File: src/rtl/vc_dest_arbiter.sv
`default_nettype none
// ============================================================================
// Module   : vc_dest_arbiter
// Purpose  : Drains VC0/VC1 FIFOs into D0/D1 with VC0 priority, a VC0 burst
//            limit, destination backpressure and the RESET/INIT/IDLE/ACTIVE/
//            ERROR controller that also holds the latched FIFO thresholds.
// Revision : 1.0 - initial release
// ============================================================================
module vc_dest_arbiter #(
    parameter int DATA_W        = 6,
    parameter int VC_UMB_W      = 4,
    parameter int D_UMB_W       = 2,
    parameter int VC_UMB_RST    = 12,
    parameter int D_UMB_RST     = 3,
    parameter int MAX_VC0_BURST = 4
) (
    input  logic                clk,
    input  logic                reset_L,
    input  logic                init,
    input  logic [VC_UMB_W-1:0] umbral_vc0,
    input  logic [VC_UMB_W-1:0] umbral_vc1,
    input  logic [D_UMB_W-1:0]  umbral_d0,
    input  logic [D_UMB_W-1:0]  umbral_d1,
    output logic [VC_UMB_W-1:0] umbral_vc0_q,
    output logic [VC_UMB_W-1:0] umbral_vc1_q,
    output logic [D_UMB_W-1:0]  umbral_d0_q,
    output logic [D_UMB_W-1:0]  umbral_d1_q,
    input  logic                vc0_empty,
    input  logic                vc1_empty,
    input  logic [DATA_W-1:0]   vc0_data,
    input  logic [DATA_W-1:0]   vc1_data,
    output logic                vc0_pop,
    output logic                vc1_pop,
    input  logic [D_UMB_W:0]    d0_count,
    input  logic [D_UMB_W:0]    d1_count,
    input  logic                d0_empty,
    input  logic                d1_empty,
    output logic                d0_push,
    output logic                d1_push,
    output logic [DATA_W-1:0]   d_data,
    input  logic [3:0]          err_in,
    output logic                active_out,
    output logic                idle_out,
    output logic                error_out
);

    localparam int c_BURST_W = $clog2(MAX_VC0_BURST + 1);
    localparam int c_LVL_W   = D_UMB_W + 2;

    typedef enum logic [2:0] {
        S_RESET  = 3'd0,
        S_INIT   = 3'd1,
        S_IDLE   = 3'd2,
        S_ACTIVE = 3'd3,
        S_ERROR  = 3'd4
    } state_t;

    state_t                r_state;
    state_t                w_next;
    logic [c_BURST_W-1:0]  r_burst;
    logic [c_BURST_W-1:0]  w_burst_nxt;
    logic                  r_d0_push;
    logic                  r_d1_push;
    logic [DATA_W-1:0]     r_d_data;
    logic                  r_active;
    logic                  r_idle;
    logic                  r_error;
    logic [VC_UMB_W-1:0]   r_umb_vc0;
    logic [VC_UMB_W-1:0]   r_umb_vc1;
    logic [D_UMB_W-1:0]    r_umb_d0;
    logic [D_UMB_W-1:0]    r_umb_d1;

    logic                  w_err;
    logic                  w_pend;
    logic                  w_room0;
    logic                  w_room1;
    logic                  w_elig0;
    logic                  w_elig1;
    logic                  w_grant_en;
    logic                  w_grant0;
    logic                  w_grant1;
    logic [c_LVL_W-1:0]    w_lvl0;
    logic [c_LVL_W-1:0]    w_lvl1;

    assign w_err  = |err_in;
    assign w_pend = r_d0_push | r_d1_push;

    // The word already in flight to a destination counts against its room.
    assign w_lvl0  = c_LVL_W'(d0_count) + c_LVL_W'(r_d0_push);
    assign w_lvl1  = c_LVL_W'(d1_count) + c_LVL_W'(r_d1_push);
    assign w_room0 = w_lvl0 < c_LVL_W'(r_umb_d0);
    assign w_room1 = w_lvl1 < c_LVL_W'(r_umb_d1);

    assign w_elig0 = !vc0_empty && (vc0_data[DATA_W-2] ? w_room1 : w_room0);
    assign w_elig1 = !vc1_empty && (vc1_data[DATA_W-2] ? w_room1 : w_room0);

    // No new grants while leaving ACTIVE, so no popped word is ever dropped.
    assign w_grant_en = reset_L && (r_state == S_ACTIVE) && !w_err && !init;

    always_comb begin
        w_grant0    = 1'b0;
        w_grant1    = 1'b0;
        w_burst_nxt = r_burst;
        if (w_grant_en) begin
            if (w_elig1 && (r_burst == c_BURST_W'(MAX_VC0_BURST))) begin
                w_grant1    = 1'b1;
                w_burst_nxt = '0;
            end else if (w_elig0) begin
                w_grant0    = 1'b1;
                w_burst_nxt = w_elig1 ? r_burst + c_BURST_W'(1) : '0;
            end else if (w_elig1) begin
                w_grant1    = 1'b1;
                w_burst_nxt = '0;
            end else begin
                w_burst_nxt = '0;
            end
        end
    end

    always_comb begin
        w_next = r_state;
        case (r_state)
            S_RESET:  w_next = S_INIT;
            S_INIT:   if (!init) w_next = S_IDLE;
            S_IDLE: begin
                if (w_err)                        w_next = S_ERROR;
                else if (init)                    w_next = S_INIT;
                else if (!vc0_empty || !vc1_empty) w_next = S_ACTIVE;
            end
            S_ACTIVE: begin
                if (w_err)
                    w_next = S_ERROR;
                else if (init && !w_pend)
                    w_next = S_INIT;
                else if (vc0_empty && vc1_empty && d0_empty && d1_empty && !w_pend)
                    w_next = S_IDLE;
            end
            S_ERROR:  w_next = S_ERROR;
            default:  w_next = S_RESET;
        endcase
    end

    always_ff @(posedge clk) begin
        if (!reset_L) begin
            r_state   <= S_RESET;
            r_burst   <= '0;
            r_d0_push <= 1'b0;
            r_d1_push <= 1'b0;
            r_d_data  <= '0;
            r_active  <= 1'b0;
            r_idle    <= 1'b0;
            r_error   <= 1'b0;
            r_umb_vc0 <= VC_UMB_W'(VC_UMB_RST);
            r_umb_vc1 <= VC_UMB_W'(VC_UMB_RST);
            r_umb_d0  <= D_UMB_W'(D_UMB_RST);
            r_umb_d1  <= D_UMB_W'(D_UMB_RST);
        end else begin
            r_state   <= w_next;
            r_burst   <= w_burst_nxt;
            r_d0_push <= (w_grant0 && !vc0_data[DATA_W-2]) || (w_grant1 && !vc1_data[DATA_W-2]);
            r_d1_push <= (w_grant0 &&  vc0_data[DATA_W-2]) || (w_grant1 &&  vc1_data[DATA_W-2]);
            if (w_grant0)
                r_d_data <= vc0_data;
            else if (w_grant1)
                r_d_data <= vc1_data;
            r_active  <= (w_next == S_ACTIVE);
            r_idle    <= (w_next == S_IDLE);
            r_error   <= (w_next == S_ERROR);
            if (r_state == S_INIT) begin
                r_umb_vc0 <= umbral_vc0;
                r_umb_vc1 <= umbral_vc1;
                r_umb_d0  <= umbral_d0;
                r_umb_d1  <= umbral_d1;
            end
        end
    end

    assign vc0_pop      = w_grant0;
    assign vc1_pop      = w_grant1;
    assign d0_push      = r_d0_push;
    assign d1_push      = r_d1_push;
    assign d_data       = r_d_data;
    assign active_out   = r_active;
    assign idle_out     = r_idle;
    assign error_out    = r_error;
    assign umbral_vc0_q = r_umb_vc0;
    assign umbral_vc1_q = r_umb_vc1;
    assign umbral_d0_q  = r_umb_d0;
    assign umbral_d1_q  = r_umb_d1;

endmodule
`default_nettype wire

File: config.mk
export PLATFORM = sky130hd
export DESIGN_NAME = vc_dest_arbiter
export DESIGN_NICKNAME = d
export VERILOG_FILES = /design/src/rtl/vc_dest_arbiter.sv
export SDC_FILE = /design/constraint.sdc
export NUM_CORES = 1
export LEC_CHECK = 0
export CORE_MARGIN = 5
export CORE_UTILIZATION = 37
export CTS_BUF_LIST = sky130_fd_sc_hd__clkbuf_8 sky130_fd_sc_hd__clkbuf_16
export DETAILED_ROUTE_END_ITERATION = 10
export GPL_ROUTABILITY_DRIVEN = 0
export PLACE_DENSITY = 0.85
export SYNTH_ARGS = -nofsm -noshare
export SYNTH_HDL_FRONTEND = slang
export SYNTH_SLANG_ARGS = --single-unit
File: constraint.sdc
create_clock -name clk -period 2.4 [get_ports clk]
set_input_delay 0.48 -clock clk [delete_from_list [all_inputs] [get_ports clk]]
set_output_delay 0.48 -clock clk [all_outputs]
set_load 0.01 [all_outputs]
# Word level (Yosys, flattened, before mapping)
# Index checks and enable logic that the tools add are counted.
word_totals:
  register_bits: 29
  elab_cells: 76
classes:
  addsub: 3
  n_lt_le_gt_ge: 2
  eq_ne: 8
  n_mux: 22
  n_bitwise: 1
  reduce_logical: 28
op_table:
  columns: ["op", "n"]
  rows:
  - ["$mux W3", 10]
  - ["$logic_and A1 B1 Y1", 15]
  - ["$pmux W3 S5", 1]
  - ["$eq A3 B2 Y1 const B", 4]
  - ["$mux W6", 2]
  - ["$eq A3 B3 Y1 const B", 3]
  - ["$mux W1", 9]
  - ["$add A3 B1 Y4", 2]
  - ["$lt A4 B2 Y1", 2]
  - ["$logic_not A1 Y1", 7]
  - ["$reduce_or A4 Y1", 1]
  - ["$add A3 B1 Y3 const B", 1]
  - ["$eq A3 B1 Y1 const B", 1]
  - ["$logic_not A3 Y1", 1]
  - ["$logic_or A1 B1 Y1", 3]
  - ["$reduce_bool A2 Y1", 1]
  - ["$or A1 B1 Y1", 1]

# Longest topological paths before layout
# Gate-level depths: netlist of the first run.
depth:
  ltp_word: 10
  depth_mapped: 9

# Worst setup path after synthesis of the first run
# Ideal clock, no wire load.
synth_path:
  kind: "input port to output port"
  start: "in d1_count[0]"
  end: "out vc1_pop"
  arrival_time_ns: 2.040
  required_time_ns: 1.920
  slack_ns: -0.120
  path_stages: 8
  path_buffers: 0
  path_cell_list: "ha_1 ha_1 ha_1 o21ai_0 nand4b_1 a21o_1 a21o_1 nor2_2"
synth_via:
  elab_chain_len: 8
  word_cells_on_any_way: 11
synth_lines:
  columns: ["element", "line_no", "rtl"]
  rows:
  - ["start: declaration", "35", "input logic [D_UMB_W:0] d1_count,"]
  - ["$add A3 B1 Y4 (*)", "90", "assign w_lvl1 = c_LVL_W'(d1_count) + c_LVL_W'(r_d1_push);"]
  - ["$lt A4 B2 Y1 (*)", "92", "assign w_room1 = w_lvl1 < c_LVL_W'(r_umb_d1);"]
  - ["$mux W1", "95", "assign w_elig1 = !vc1_empty && (vc1_data[DATA_W-2] ? w_room1 : w_room0);"]
  - ["$logic_and A1 B1 Y1", "95", null]
  - ["$mux W1", "111", "end else if (w_elig1) begin"]
  - ["$mux W1", "108", "end else if (w_elig0) begin"]
  - ["$mux W1 (*)", "105", "if (w_elig1 && (r_burst == c_BURST_W'(MAX_VC0_BURST))) begin"]
  - ["$mux W1 (*)", "104", "if (w_grant_en) begin"]
  - ["end: declaration", "33", "output logic vc1_pop,"]
# Every way passes the cells marked *; elsewhere a longest branch is shown, timed or not.

# Final worst setup path of the first run
layout_path:
  start: "reg r_d1_push, in the netlist d1_push"
  end: "out vc0_pop"
layout_via:
  elab_chain_len: 7
  word_cells_on_any_way: 10
layout_lines:
  columns: ["element", "line_no", "rtl"]
  rows:
  - ["start: declaration", "63", "logic r_d1_push;"]
  - ["start signal: assignment", "161", "r_d1_push <= (w_grant0 && vc0_data[DATA_W-2]) || (w_grant1 && vc1_data[DATA_W-2]);"]
  - ["$add A3 B1 Y4 (*)", "90", null]
  - ["$lt A4 B2 Y1 (*)", "92", null]
  - ["$mux W1, on equally long branches", "94, 95", null]
  - ["$logic_and A1 B1 Y1, on equally long branches", "94, 95", null]
  - ["$mux W1 / $logic_and A1 B1 Y1 (equally long branches)", "108, 105", null]
  - ["$mux W1 (*)", "105", null]
  - ["$mux W1 (*)", "104", null]
  - ["end: declaration", "32", "output logic vc0_pop,"]
# Marked as above.

==> impl_metrics.tcl, run 1 <==
set metrics [dict create \
    drc 0 \
    ys_warn_count 0 \
    drv_slew 0 \
    antenna_left 0 \
    clock_path_buffers 2 \
    max_stage_delay_ps 330 \
    hold_path_class "reg -> reg" \
    ios 66 \
    leakagePower_nw 1.09 \
    rr_worst_depth 13 \
    synth-edff-count 0 \
    yosysSeqAreaShare_pct 40.5 \
    diodes 0 \
    dr_total_vias 1531 \
    die_x_um 72.3 \
    hold_start "umbral_vc1_q[1]" \
    critPathKind "reg -> out" \
    cts_buffers 5 \
    min_period_ps 2590 \
    path_delay_family "adder cells" \
    hold_viol_final 0 \
    yosysMostFrequentCell "nand2_1" \
    r2r-start "d0_push" \
    port-buffer-count 65 \
    drive_gt1_share_pct 25.8 \
    drt-initial-drc-count 57 \
    p_per_area_nw_per_um2 516 \
    slowest_stage "dfxtp_2" \
    drv_cap 0 \
    yosys-top-cells-count "nand2_1, dfxtp_1, nor2_1" \
    grt_pass1_wl_um 6990 \
    cpMostUsedCell "ha_4" \
    hold_end "umbral_vc1_q[1]" \
    synth_fp_nets 215 \
    core_area_sq_um 3720 \
    cp.arrival_ps 2110 \
    die-area_sq_um 5220 \
    clk-insertion-delay-late_ps 280 \
    cts_root_buf "clkbuf_8" \
    cp_cell_sequence "ha_4 -> ha_4 -> ha_4 -> o21ai_4 -> nand4b_1 -> a21o_1 -> buf_6 -> o211a_1 -> buf_2" \
    dpl_worst_slack_ps -1020 \
    start_kind "flop" \
    hpwlAfterDp_um 3090 \
    num-fill-cells 293 \
    skew_ps 3.48 \
    maxSlewHeadroom_pct 76.6 \
    start_util_pct 38.6 \
    synth.avg_cell_area_sq_um 8.65 \
    synth_area_leaders "dfxtp_1, nand2_1, ha_1" \
    ys_types 34 \
    cts_hold_buf 0 \
    r2r-end "d_data[5]" \
    cp_max_fo 2 \
    cp.required_ps 1920 \
    holdWs_ps 461 \
    avgViaCountPerCell 4.86 \
    ys_ff_latch 29 \
    worstMarginPinSlew_ps 350 \
    r2r_slack_ps -20 \
    syn_area_sq_um 1440 \
    grt_setup_unrepaired "true" \
    grt_use_total_pct 17.3 \
    cts_num_sinks 29 \
    crit_buf_inv 2 \
    nNetsFinal 315 \
    async_flop_share_pct 0 \
    grt_overflow 0 \
    run_status "finished with violations" \
    wl_per_cell_um 14.2 \
    syn2layout_area_growth_pct 83.1 \
    antenna_found_initial 0 \
    cp-end-kind "output pin" \
    max_freq_ghz 0.386 \
    drt_first_pass_iters 4 \
    fin_ws_ps -190 \
    vdd_ir_drop_max_mv 0.343 \
    grt_max_degree 26 \
    setup_viol 7 \
    syn_inst 166 \
    min_path_cells 2 \
    synth_ff_type "dfxtp_1" \
    h-tree-depth 2 \
    grt_pass1_vias 1581 \
    violations "setup timing" \
    synth_area_leader_cell "dfxtp_1" \
    drt_wl_total_um 4470 \
    period_share_pct 108 \
    chipHeight_um 72.3 \
    yosysTopAreaCellShare_pct 40.5 \
    clkTransAtPathRegs_ps 60 \
    cts_tree "done" \
    rows 22 \
]
-- worst max-delay path by stage --
| stage | startpoint | end | cells past startpoint |
|---|---|---|---|
| global route | d1_push | vc0_pop | 9 |
| floorplan | d1_count[0] | vc1_pop | 8 |
| finish | d1_push | vc0_pop | 9 |
| detailed placement | d1_count[0] | vc1_pop | 10 |
| global placement | d0_count[0] | vc1_pop | 10 |
| CTS | d1_push | vc0_pop | 9 |
-- worst min-delay path: cells and delay by family (launching register included) --
family / cells / cell delay (ps)
AND/OR/NAND/NOR: 1 / 50
flip-flops: 1 / 310
AO/OA/AOI/OAI: 1 / 60
-- placed cells by master (no fill, tap or decap), types with 2 or more instances in the layout --
cell type,count
clkdlybuf4s50_1,59
nand2_1,32
buf_4,30
dfxtp_1,27
nor2_1,15
inv_1,9
nand3_1,7
a21boi_0,6
ha_4,6
clkbuf_8,6
nor2b_1,5
o211ai_1,5
a221o_1,5
a21o_1,4
buf_6,4
a21boi_1,3
and2_1,3
o21ai_0,3
buf_2,3
o21ai_4,2
nand4b_1,2
a21oi_4,2
o22a_2,2
nor2_2,2
nor3b_1,2
ha_1,2
dlygate4sd2_1,2
-- power breakdown --
group | leakage (nW) | switching (W) | internal [W]
clock | 0.0626 | 0.000183 | 0.000334
combinational | 0.791 | 0.000133 | 0.000186
sequential | 0.238 | 0.0000151 | 0.000506
total | 1.09 | 0.000331 | 0.00103
-- flip-flops by register name (all words and copies together) (netlist names) --
| register | flops |
|---|---|
| d_data | 6 |
| umbral_vc0_q | 4 |
| umbral_vc1_q | 4 |
| r_burst | 3 |
| r_state | 3 |
| umbral_d0_q | 2 |
| umbral_d1_q | 2 |
| active_out | 1 |
| d0_push | 1 |
| d1_push | 1 |
| error_out | 1 |
| idle_out | 1 |
-- timing repair --
item	in CTS	in global routing
setup buffers	13	0
resized for setup	31	7
setup endpoints to repair	13	11
pin swaps	17	9
-- kinds of logic (layout without fill, tap and decap cells) --
| logic type | count (synthesis) | after routing | synth area share [%] |
|---|---|---|---|
| simple gates | 76 | 76 | 27.1 |
| compound gates | 39 | 39 | 21.4 |
| flops | 29 | 29 | 40.5 |
| buf+inv | 14 | 115 | 4.10 |
| fa+ha+maj | 8 | 8 | 6.97 |
-- metal layers --
layer  routed length [um]  share of wire [%]  global-route usage, %  vias to the layer above
li1                     -                  -                      -                      777
met1                 1720                 38                   18.2                      687
met2                 2200                 49                   30.4                       59
met3                  472                 11                   7.34                        8
met4                   81                1.8                   6.26                        0
met5                    0                  0                      0                        -
-- cell type report --
class / count / area, sq um / share of cell area [%]
Inverter: 9 / 38.8 / 1.48
Clock buffer: 6 / 82.6 / 3.14
Clock inverter: 2 / 33.8 / 1.29
Sequential cell: 29 / 586 / 22.3
Timing Repair Buffer: 98 / 893 / 34.0
Multi-Input combinational cell: 123 / 933 / 35.5
Tap cell: 48 / 60.1 / 2.29
-- per-stage QoR --
stage          power, W  cell area, sq um  setup TNS (ps)  utilization, %  std cells
2_1_floorplan  0.000637              1480               0               -        166
3_3_place_gp   0.000795              2340           -6780            63.1        297
3_5_place_dp   0.000801              2340           -7500            63.1        297
4_1_cts         0.00135              2600            -401            70.0        316
5_1_grt         0.00141              2630           -1030            70.7        315
6_report        0.00136              2630            -430            70.7        315
Note: power is estimated with default switching activity, not from simulation.
==> run 2: changes to the inputs <==
- HOLD_SLACK_MARGIN: unset -> 0.05
- SKIP_CTS_REPAIR_TIMING: unset -> 1
- TNS_END_PERCENT: unset -> 1
==> impl_metrics.tcl, run 2 (same netlist as run 1, synthesis figures left out) <==
set metrics [dict create \
    run_status "finished with violations" \
    violations "setup timing" \
    skew_ps 3.60 \
    grt_setup_unrepaired "true" \
    max_stage_delay_ps 280 \
    final_cell_mix "clkdlybuf4s50_1, nand2_1, dfxtp_1" \
    clk-insertion-delay-late_ps 280 \
    leakagePower_nw 1.08 \
    cpMostUsedCell "ha_4" \
    drt_wl_total_um 4000 \
    hold_viol_final 0 \
    start_kind "input pin" \
    cp_cell_sequence "dlymetal6s2s_1 -> ha_4 -> ha_4 -> ha_1 -> o21ai_2 -> nand3_2 -> a21o_1 -> buf_6 -> o211a_1 -> buf_2" \
    vdd_ir_drop_max_mv 0.341 \
    comb_power_share_pct 21.8 \
    critPathKind "in -> out" \
    period_share_pct 109 \
    clockPowerShare_pct 38.9 \
    cp.required_ps 1920 \
    dr_total_vias 1456 \
    final_common_cell "clkdlybuf4s50_1" \
    rows 22 \
    port-buffer-count 65 \
    r2r-end "d_data[1]" \
    slowest_stage "ha_1" \
    setup_viol 2 \
    hold_path_class "reg -> reg" \
    maxSlewHeadroom_pct 76.6 \
    drive_gt1_share_pct 21.5 \
    chipHeight_um 72.3 \
    grt_max_degree 26 \
    wl_per_cell_um 13.0 \
    holdWs_ps 460 \
    h-tree-depth 2 \
    p_total_w 0.00133 \
    cp.arrival_ps 2150 \
    core_area_sq_um 3720 \
    min_period_ps 2630 \
    cp-end-kind "output pin" \
    grt_pass1_vias 1486 \
    cts_tree "done" \
    cts_num_sinks 29 \
    antenna_left 0 \
    clkTransAtPathRegs_ps 60 \
    p_seq_share_pct 39.3 \
    ios 66 \
    max_freq_ghz 0.381 \
    cts_buffers 5 \
    diodes 0 \
    switching_power_w 0.000318 \
    p_per_area_nw_per_um2 523 \
    drt_first_pass_iters 4 \
    die-area_sq_um 5220 \
    avgViaCountPerCell 4.73 \
    dpl_worst_slack_ps -1020 \
    grt_use_total_pct 15.6 \
    drv_slew 0 \
    p_sw_share_pct 23.9 \
    start_util_pct 38.6 \
    drt-initial-drc-count 30 \
    largest_reg_flops 6 \
    internal-power_w 0.00101 \
    r2r_slack_ps 80 \
    grt_overflow 0 \
    grt_pass1_wl_um 6340 \
    antenna_found_initial 0 \
    nNetsFinal 308 \
    syn2layout_area_growth_pct 76.9 \
    drv_cap 0 \
    rr_worst_depth 13 \
    fin_ws_ps -225 \
    clock_path_buffers 2 \
    hpwlAfterDp_um 3090 \
    finalSetupTns_ps -411 \
    drc 0 \
    crit_path_end "vc0_pop" \
    crit_path_start "d0_count[0]" \
    cts_root_buf "clkbuf_8" \
    utilization_pct 68.3 \
    cp_max_fo 2 \
    die_x_um 72.3 \
    r2r-start "d1_push" \
    worstMarginPinSlew_ps 350 \
]
## run 2: cell count changes in the layout (fill, tap and decap cells not counted), sizes merged
cell          change
dlygate4sd2       -2
clkbuf            +1
dlymetal6s2s      +3
buf               -9
## run 2: how the worst min path moves through the flow
stage	to	startpoint	depth (start not counted)	slack (ps)
2_1_floorplan	r_burst[2]	r_burst[2]	2	450
3_3_place_gp	umbral_vc1_q[1]	umbral_vc1_q[1]	2	450
3_5_place_dp	umbral_vc0_q[0]	umbral_vc0_q[0]	2	460
4_1_cts	umbral_vc0_q[0]	umbral_vc0_q[0]	2	460
5_1_grt	umbral_vc0_q[0]	umbral_vc0_q[0]	2	490
6_report	umbral_vc1_q[1]	umbral_vc1_q[1]	2	460
## run 2: cell type report
cell class	count	area, sq um
fillers	302	1180
multi-input cells	123	892
repair buffers	91	848
flip-flops and latches	29	583
clock buffers	6	82.6
well taps	48	60.1
inverters	9	38.8
clock inverters	2	33.8
## run 2: through the flow
| stage | cell area, sq um | std cells |
|---|---|---|
| 3_3_place_gp | 2340 | 297 |
| 3_5_place_dp | 2340 | 297 |
| 2_1_floorplan | 1480 | 166 |
| 6_report | 2540 | 308 |
| 5_1_grt | 2540 | 308 |
| 4_1_cts | 2460 | 305 |
## run 2: power by group through the flow
stage	logic, W	clock network [W]	registers, W
6_report	0.000290	0.000516	0.000521
5_1_grt	0.000316	0.000541	0.000524
4_1_cts	0.000272	0.000526	0.000522
3_5_place_dp	0.000269	0	0.000532
3_3_place_gp	0.000263	0	0.000531
2_1_floorplan	0.0000950	0	0.000542
## run 2: routing by layer
metal | vias to the layer above | GRT usage, % | share of wire (%)
met3 | 6 | 7.76 | 12
met5 | - | 0 | 0
met4 | 0 | 5.01 | 1.4
met2 | 52 | 26.4 | 47
met1 | 639 | 17.0 | 40
li1 | 759 | - | -
## run 2: critical path: cells and delay by family
kind / cells / cell delay, ps
AO/OA/AOI/OAI: 3 / 500
adder cells (fa/ha/maj): 3 / 660
buffers and inverters: 3 / 400
AND/OR/NAND/NOR: 1 / 110
==> edit 1 (config.mk and constraints of run 1) <==
The parameter `VC_UMB_W` goes from 4 to 3.
--- a/src/rtl/vc_dest_arbiter.sv
+++ b/src/rtl/vc_dest_arbiter.sv
@@ -8,7 +8,7 @@
 // ============================================================================
 module vc_dest_arbiter #(
     parameter int DATA_W        = 6,
-    parameter int VC_UMB_W      = 4,
+    parameter int VC_UMB_W      = 3,
     parameter int D_UMB_W       = 2,
     parameter int VC_UMB_RST    = 12,
     parameter int D_UMB_RST     = 3,
Interface: changed (resized umbral_vc0, umbral_vc0_q, umbral_vc1 and umbral_vc1_q); port bits go from 66 to 62. The function was not compared with the original's and may differ.
==> edit 1 against run 1 <==
Power is 23% lower; register-to-register slack is essentially flat; area after synthesis fell by 0.26%; the flow still finishes with violations (negative setup slack); routed wire length fell by 16%; critical endpoint unchanged; worst setup slack got worse by 0.037 ns; sequential cell count is 2 lower; cell area is 7.6% lower; fmax down 1.4%; clock skew grew 0.0034 ns.
==> edit 1: results (changes against run 1) <==
TritonCTS buffer count=3 (was 5); pin count of the biggest net entering global routing=18 (was 26); Placed Instance Area=2341 sq um (was 2345 sq um); Cell Count, Final, Fillers Out=297 (was 315); setup TNS=-0.4797 ns (was -0.4300 ns); top post-synthesis cells by area=dfxtp_1 38%, nand2_1 7.6%, ha_1 7.0% (was dfxtp_1 40%, nand2_1 8.4%, ha_1 7.0%); Synth Instances=161 (was 166); number of port buffers=61 (was 65); pre-CTS setup slack=-1.016 ns (was -1.023 ns); Max-Slew Margin vs Limit=72.67% (was 76.60%); average wire per cell in the routed design=12.58 microns (was 14.20 microns); HP Class=flop to flop (unchanged); Total GRT Usage=14.27% (was 17.26%); clock-pin slew on the worst setup and hold paths=0.10 ns (was 0.06 ns); DR pass1 iterations=4 (unchanged); maximum fanout along the worst path=2 (unchanged); worst endpoint data arrival time=2.15 ns (was 2.11 ns); global-route wire length before repair=6113 microns (was 6989 microns); post-synthesis sequential area ratio=37.76% (was 40.45%); Post-synth top flop=dfxtp_1 (unchanged); 1st-iter DRT viols=42 (was 57); asr flop ratio synth=0% (unchanged); register-to-register setup slack=-0.02 ns (about the same); setup violators final=3 (was 7); final net count=297 (was 315); Clock Root Buffer=clkbuf_8 (unchanged); Ys Warns=0 (unchanged); Antenna diodes=0 (unchanged); max reg flops=6 (unchanged); Logic power comb=0.283 mW (was 0.318 mW); status=finished with violations (unchanged); DP HPWL=3029 microns (was 3088 microns); clock share of power=26.5% (was 38.1%); top post-synthesis cells by count=29 x nand2_1, 27 x dfxtp_1, 15 x nor2_1, 8 x ha_1 (was 32 x nand2_1, 29 x dfxtp_1, 17 x nor2_1); Synth cell types=44 (was 34); vias=1,430 (was 1,531); Net Switching=0.2839 mW (was 0.3308 mW); initial antenna violation count=0 (unchanged); final worst slack=-0.2270 ns (was -0.1897 ns); post-synth net total=208 (was 215); Worst VDD drop=0.3115 mV (was 0.3426 mV); internal power=0.7591 mW (was 1.025 mW); worst skew pair latency=0.28 ns (about the same); Inst Count DP=289 (was 297); FILL cells=331 (was 293); clk_skew=0.006908 ns (was 0.003484 ns); share of layout cells above drive strength 1=24.10% (was 25.84%); final hold slack=0.4675 ns (was 0.4605 ns); CTS Buffer Depth=2 (unchanged); H-tree levels=1 (was 2); violated checks=negative setup slack (unchanged); Leakage=1.005 nW (was 1.091 nW)
-- edit 1: area by class of cell --
| cell class | instances | area (sq um) | share of cell area [%] |
|---|---|---|---|
| multi-input cells | 123 | 938.4 | 38.64 |
| flip-flops and latches | 27 | 541.8 | 22.31 |
| well taps | 48 | 60.06 | 2.473 |
| clock buffers | 3 | 41.29 | 1.700 |
| inverters | 6 | 23.77 | 0.9789 |
| clock inverters | 1 | 8.758 | 0.3606 |
| repair buffers | 89 | 814.5 | 33.54 |
-- edit 1: critical path, stage by stage --
cell	delay, ns
clkdlybuf4s15_2	0.20
ha_4	0.16
ha_4	0.27
ha_4	0.20
a21oi_4	0.12
nand2_2	0.07
o22a_1	0.19
a311oi_4	0.28
buf_2	0.18
-- edit 1: path summary, 6_finish.rpt --
| check | start | end | cells past startpoint |
|---|---|---|---|
| max | d1_count[0] | vc0_pop | 9 |
| min | umbral_vc0_q[1] | umbral_vc0_q[1] | 2 |
| max reg2reg | d0_push | d_data[4] | 12 |
| min reg2reg | umbral_vc0_q[1] | umbral_vc0_q[1] | 2 |
-- edit 1: timing repair --
| action | CTS | global route |
|---|---|---|
| setup endpoints to repair | 12 | 8 |
| buffers inserted | 2 | 2 |
| gates resized for setup | 22 | 0 |
| endpoints found under the hold margin | 0 | 0 |
| pin swaps | 12 | 3 |
-- edit 1: routing by layer --
metal / vias to the layer above / global-route usage, % / routed length, microns
li1: 743 / - / -
met5: - / 0 / 0
met3: 0 / 4.294 / 289
met4: 0 / 0.6263 / 0
met1: 644 / 17.68 / 1610
met2: 43 / 25.48 / 1838
-- edit 1: logic make-up after synthesis --
kind of cell               after synthesis  share of synthesized area (%)
DFF                                     27                          37.76
adders and majority gates                8                          6.993
and+or+nand+nor                         78                          29.11
AOI/OAI and AO/OA                       37                          22.38
buffers and inverters                   11                          3.759
==> edit 2 (flow settings as in run 1) <==
Made on the original files. The 5 states of `state_t` get a one-hot encoding in 5 bits.
--- a/src/rtl/vc_dest_arbiter.sv
+++ b/src/rtl/vc_dest_arbiter.sv
@@ -47,12 +47,12 @@
     localparam int c_BURST_W = $clog2(MAX_VC0_BURST + 1);
     localparam int c_LVL_W   = D_UMB_W + 2;
 
-    typedef enum logic [2:0] {
-        S_RESET  = 3'd0,
-        S_INIT   = 3'd1,
-        S_IDLE   = 3'd2,
-        S_ACTIVE = 3'd3,
-        S_ERROR  = 3'd4
+    typedef enum logic [4:0] {
+        S_RESET  = 5'b00001,
+        S_INIT   = 5'b00010,
+        S_IDLE   = 5'b00100,
+        S_ACTIVE = 5'b01000,
+        S_ERROR  = 5'b10000
     } state_t;
 
     state_t                r_state;
Check against the original RTL: no difference found for any inputs over 10 cycles, from zero or initial values and one cycle with reset_L low; not proved beyond that.
==> edit 2 against run 1 <==
The flow still finishes with violations (negative setup slack); sequential share of layout area is 0.15 points lower; routed wire length is 9.5% higher; worst setup slack worse by 0.34 ns; power is 10% higher; via count is 16% higher; sequential cell count is 2 higher; global-route usage is 0.78 points higher; largest power group unchanged; area after synthesis is 11% higher; cell area is 6.9% higher.
==> edit 2: results (changes against run 1) <==
post-synthesis sequential area ratio=38.81% (was 40.45%); CTS Buffer Depth=2 (unchanged); Antenna diodes=0 (unchanged); DR pass1 iterations=4 (unchanged); worst-margin pin slew=0.4983 ns (was 0.3497 ns); Post-CTS Hold Buffers=0 (unchanged); share of layout cells above drive strength 1=23.79% (was 25.84%); Worst VDD drop=0.4191 mV (was 0.3426 mV); status=finished with violations (unchanged); violated checks=negative setup slack (unchanged); setup violators final=12 (was 7); Ys Warns=0 (unchanged); via-per-instance ratio=5.190 (was 4.860); initial antenna violation count=0 (unchanged); clk_skew=0.005256 ns (was 0.003484 ns); asr flop ratio synth=0% (unchanged); routed wire length=4899 microns (was 4473 microns); 1st-iter DRT viols=89 (was 57); Net Switching=0.4084 mW (was 0.3308 mW); pre-CTS setup slack=-1.292 ns (was -1.023 ns); HP Class=flop to flop (unchanged); H-tree levels=2 (unchanged); pin count of the biggest net entering global routing=27 (was 26); Clock Root Buffer=clkbuf_8 (unchanged); post-synth net total=239 (was 215); DP HPWL=3720 microns (was 3088 microns); cell with the most instances after synthesis=nand2_1 (unchanged); top post-synthesis cells by count=32 x nand2_1, 31 x dfxtp_1, 13 x nand3_1, 11 x nor2_1 (was 32 x nand2_1, 29 x dfxtp_1, 17 x nor2_1); Synth cell types=38 (was 34); global-route wire length before repair=7935 microns (was 6989 microns); clock-pin slew on the worst setup and hold paths=0.07 ns; Total GRT Usage=18.04% (was 17.26%); worst skew pair latency=0.29 ns; final worst slack=-0.5278 ns (was -0.1897 ns); Post-synth top flop=dfxtp_1 (unchanged); final net count=338 (was 315); vias in the first global route=1,800 (was 1,581); number of port buffers=65 (unchanged); max reg flops=6 (unchanged); setup TNS=-2.741 ns (was -0.4300 ns); worst endpoint data arrival time=2.45 ns (was 2.11 ns); maximum fanout along the worst path=3 (was 2); TritonCTS buffer count=5 (unchanged); Leakage=1.146 nW (was 1.091 nW); top post-synthesis cells by area=dfxtp_1 39%, nand2_1 7.5%, ha_1 6.3% (was dfxtp_1 40%, nand2_1 8.4%, ha_1 7.0%)
edit 2: cell types whose count changed in the layout (fill, tap and decap cells not counted), moves of 4 or more:
cell     before  now
nand3_1       7   11
nor3_1        0    8
nand4_1       0    4
a21o_1        4    0
and3_1        1    6
buf_6         4    8
nor2_1       15   11
edit 2: final timing paths:
path	start	to	slack, ns	cells past startpoint
worst min-delay path	umbral_vc0_q[0]	umbral_vc0_q[0]	0.46	2
worst min register to register	umbral_vc0_q[0]	umbral_vc0_q[0]	0.46	2
worst max register to register	d0_push	d_data[1]	-0.28	11
worst max-delay path	d0_push	vc0_pop	-0.53	9
edit 2: per-layer routing:
metal  GRT usage (%)  wire (microns)
met1           19.31            1897
met2           33.37            2420
met3           5.937             516
met4           5.243              64
met5               0               0
edit 2: per-stage QoR:
stage / area, sq um / hold WS, ns / cells
after CTS: 2786 / 0.4650 / 341
after floorplan: 1662 / 0.4715 / 190
after global routing: 2809 / 0.4926 / 342
after detailed placement: 2569 / 0.4559 / 329
final: 2809 / 0.4608 / 342
after global placement: 2569 / 0.4483 / 329
edit 2: cells by family after synthesis:
family                     after synthesis  share of synthesized area [%]
and+or+nand+nor                         96                          30.83
AOI/OAI and AO/OA                       40                          20.27
DFF                                     31                          38.81
xor gates and xnor gates                 1                         0.5478
buffers and inverters                   14                          3.287
adders and majority gates                8                          6.260
edit 2: power by group through the flow:
stage	Sequential (mW)	Combinational, mW	Clock, mW
floorplan	0.603	0.152	0
global placement	0.582	0.363	0
detailed placement	0.583	0.374	0
CTS	0.572	0.403	0.528
global route	0.577	0.445	0.545
finish	0.572	0.403	0.520
edit 2: cell type report:
type                            instances  area [sq um]
Tap cell                               52         65.06
Inverter                                7         26.28
Clock inverter                          3         43.79
Timing Repair Buffer                   99         923.4
Sequential cell                        31         621.8
Fill cell                             347          1455
Clock buffer                            5         68.82
Multi-Input combinational cell        145          1060
edit 2: timing repair:
item,CTS,global route
gates resized for setup,35,5
hold endpoints to repair,0,0
pin swaps,16,10
setup endpoints to repair,13,13
setup buffers,4,2
edit 2: critical path, cell delays in order, from the launching register on:
cell and delay (ns):
dfxtp_2 0.34, ha_4 0.16, ha_4 0.26, ha_4 0.18
a21boi_4 0.14, or4_4 0.53, a21oi_4 0.17, nand2_2 0.09
a31oi_4 0.16, buf_6 0.12
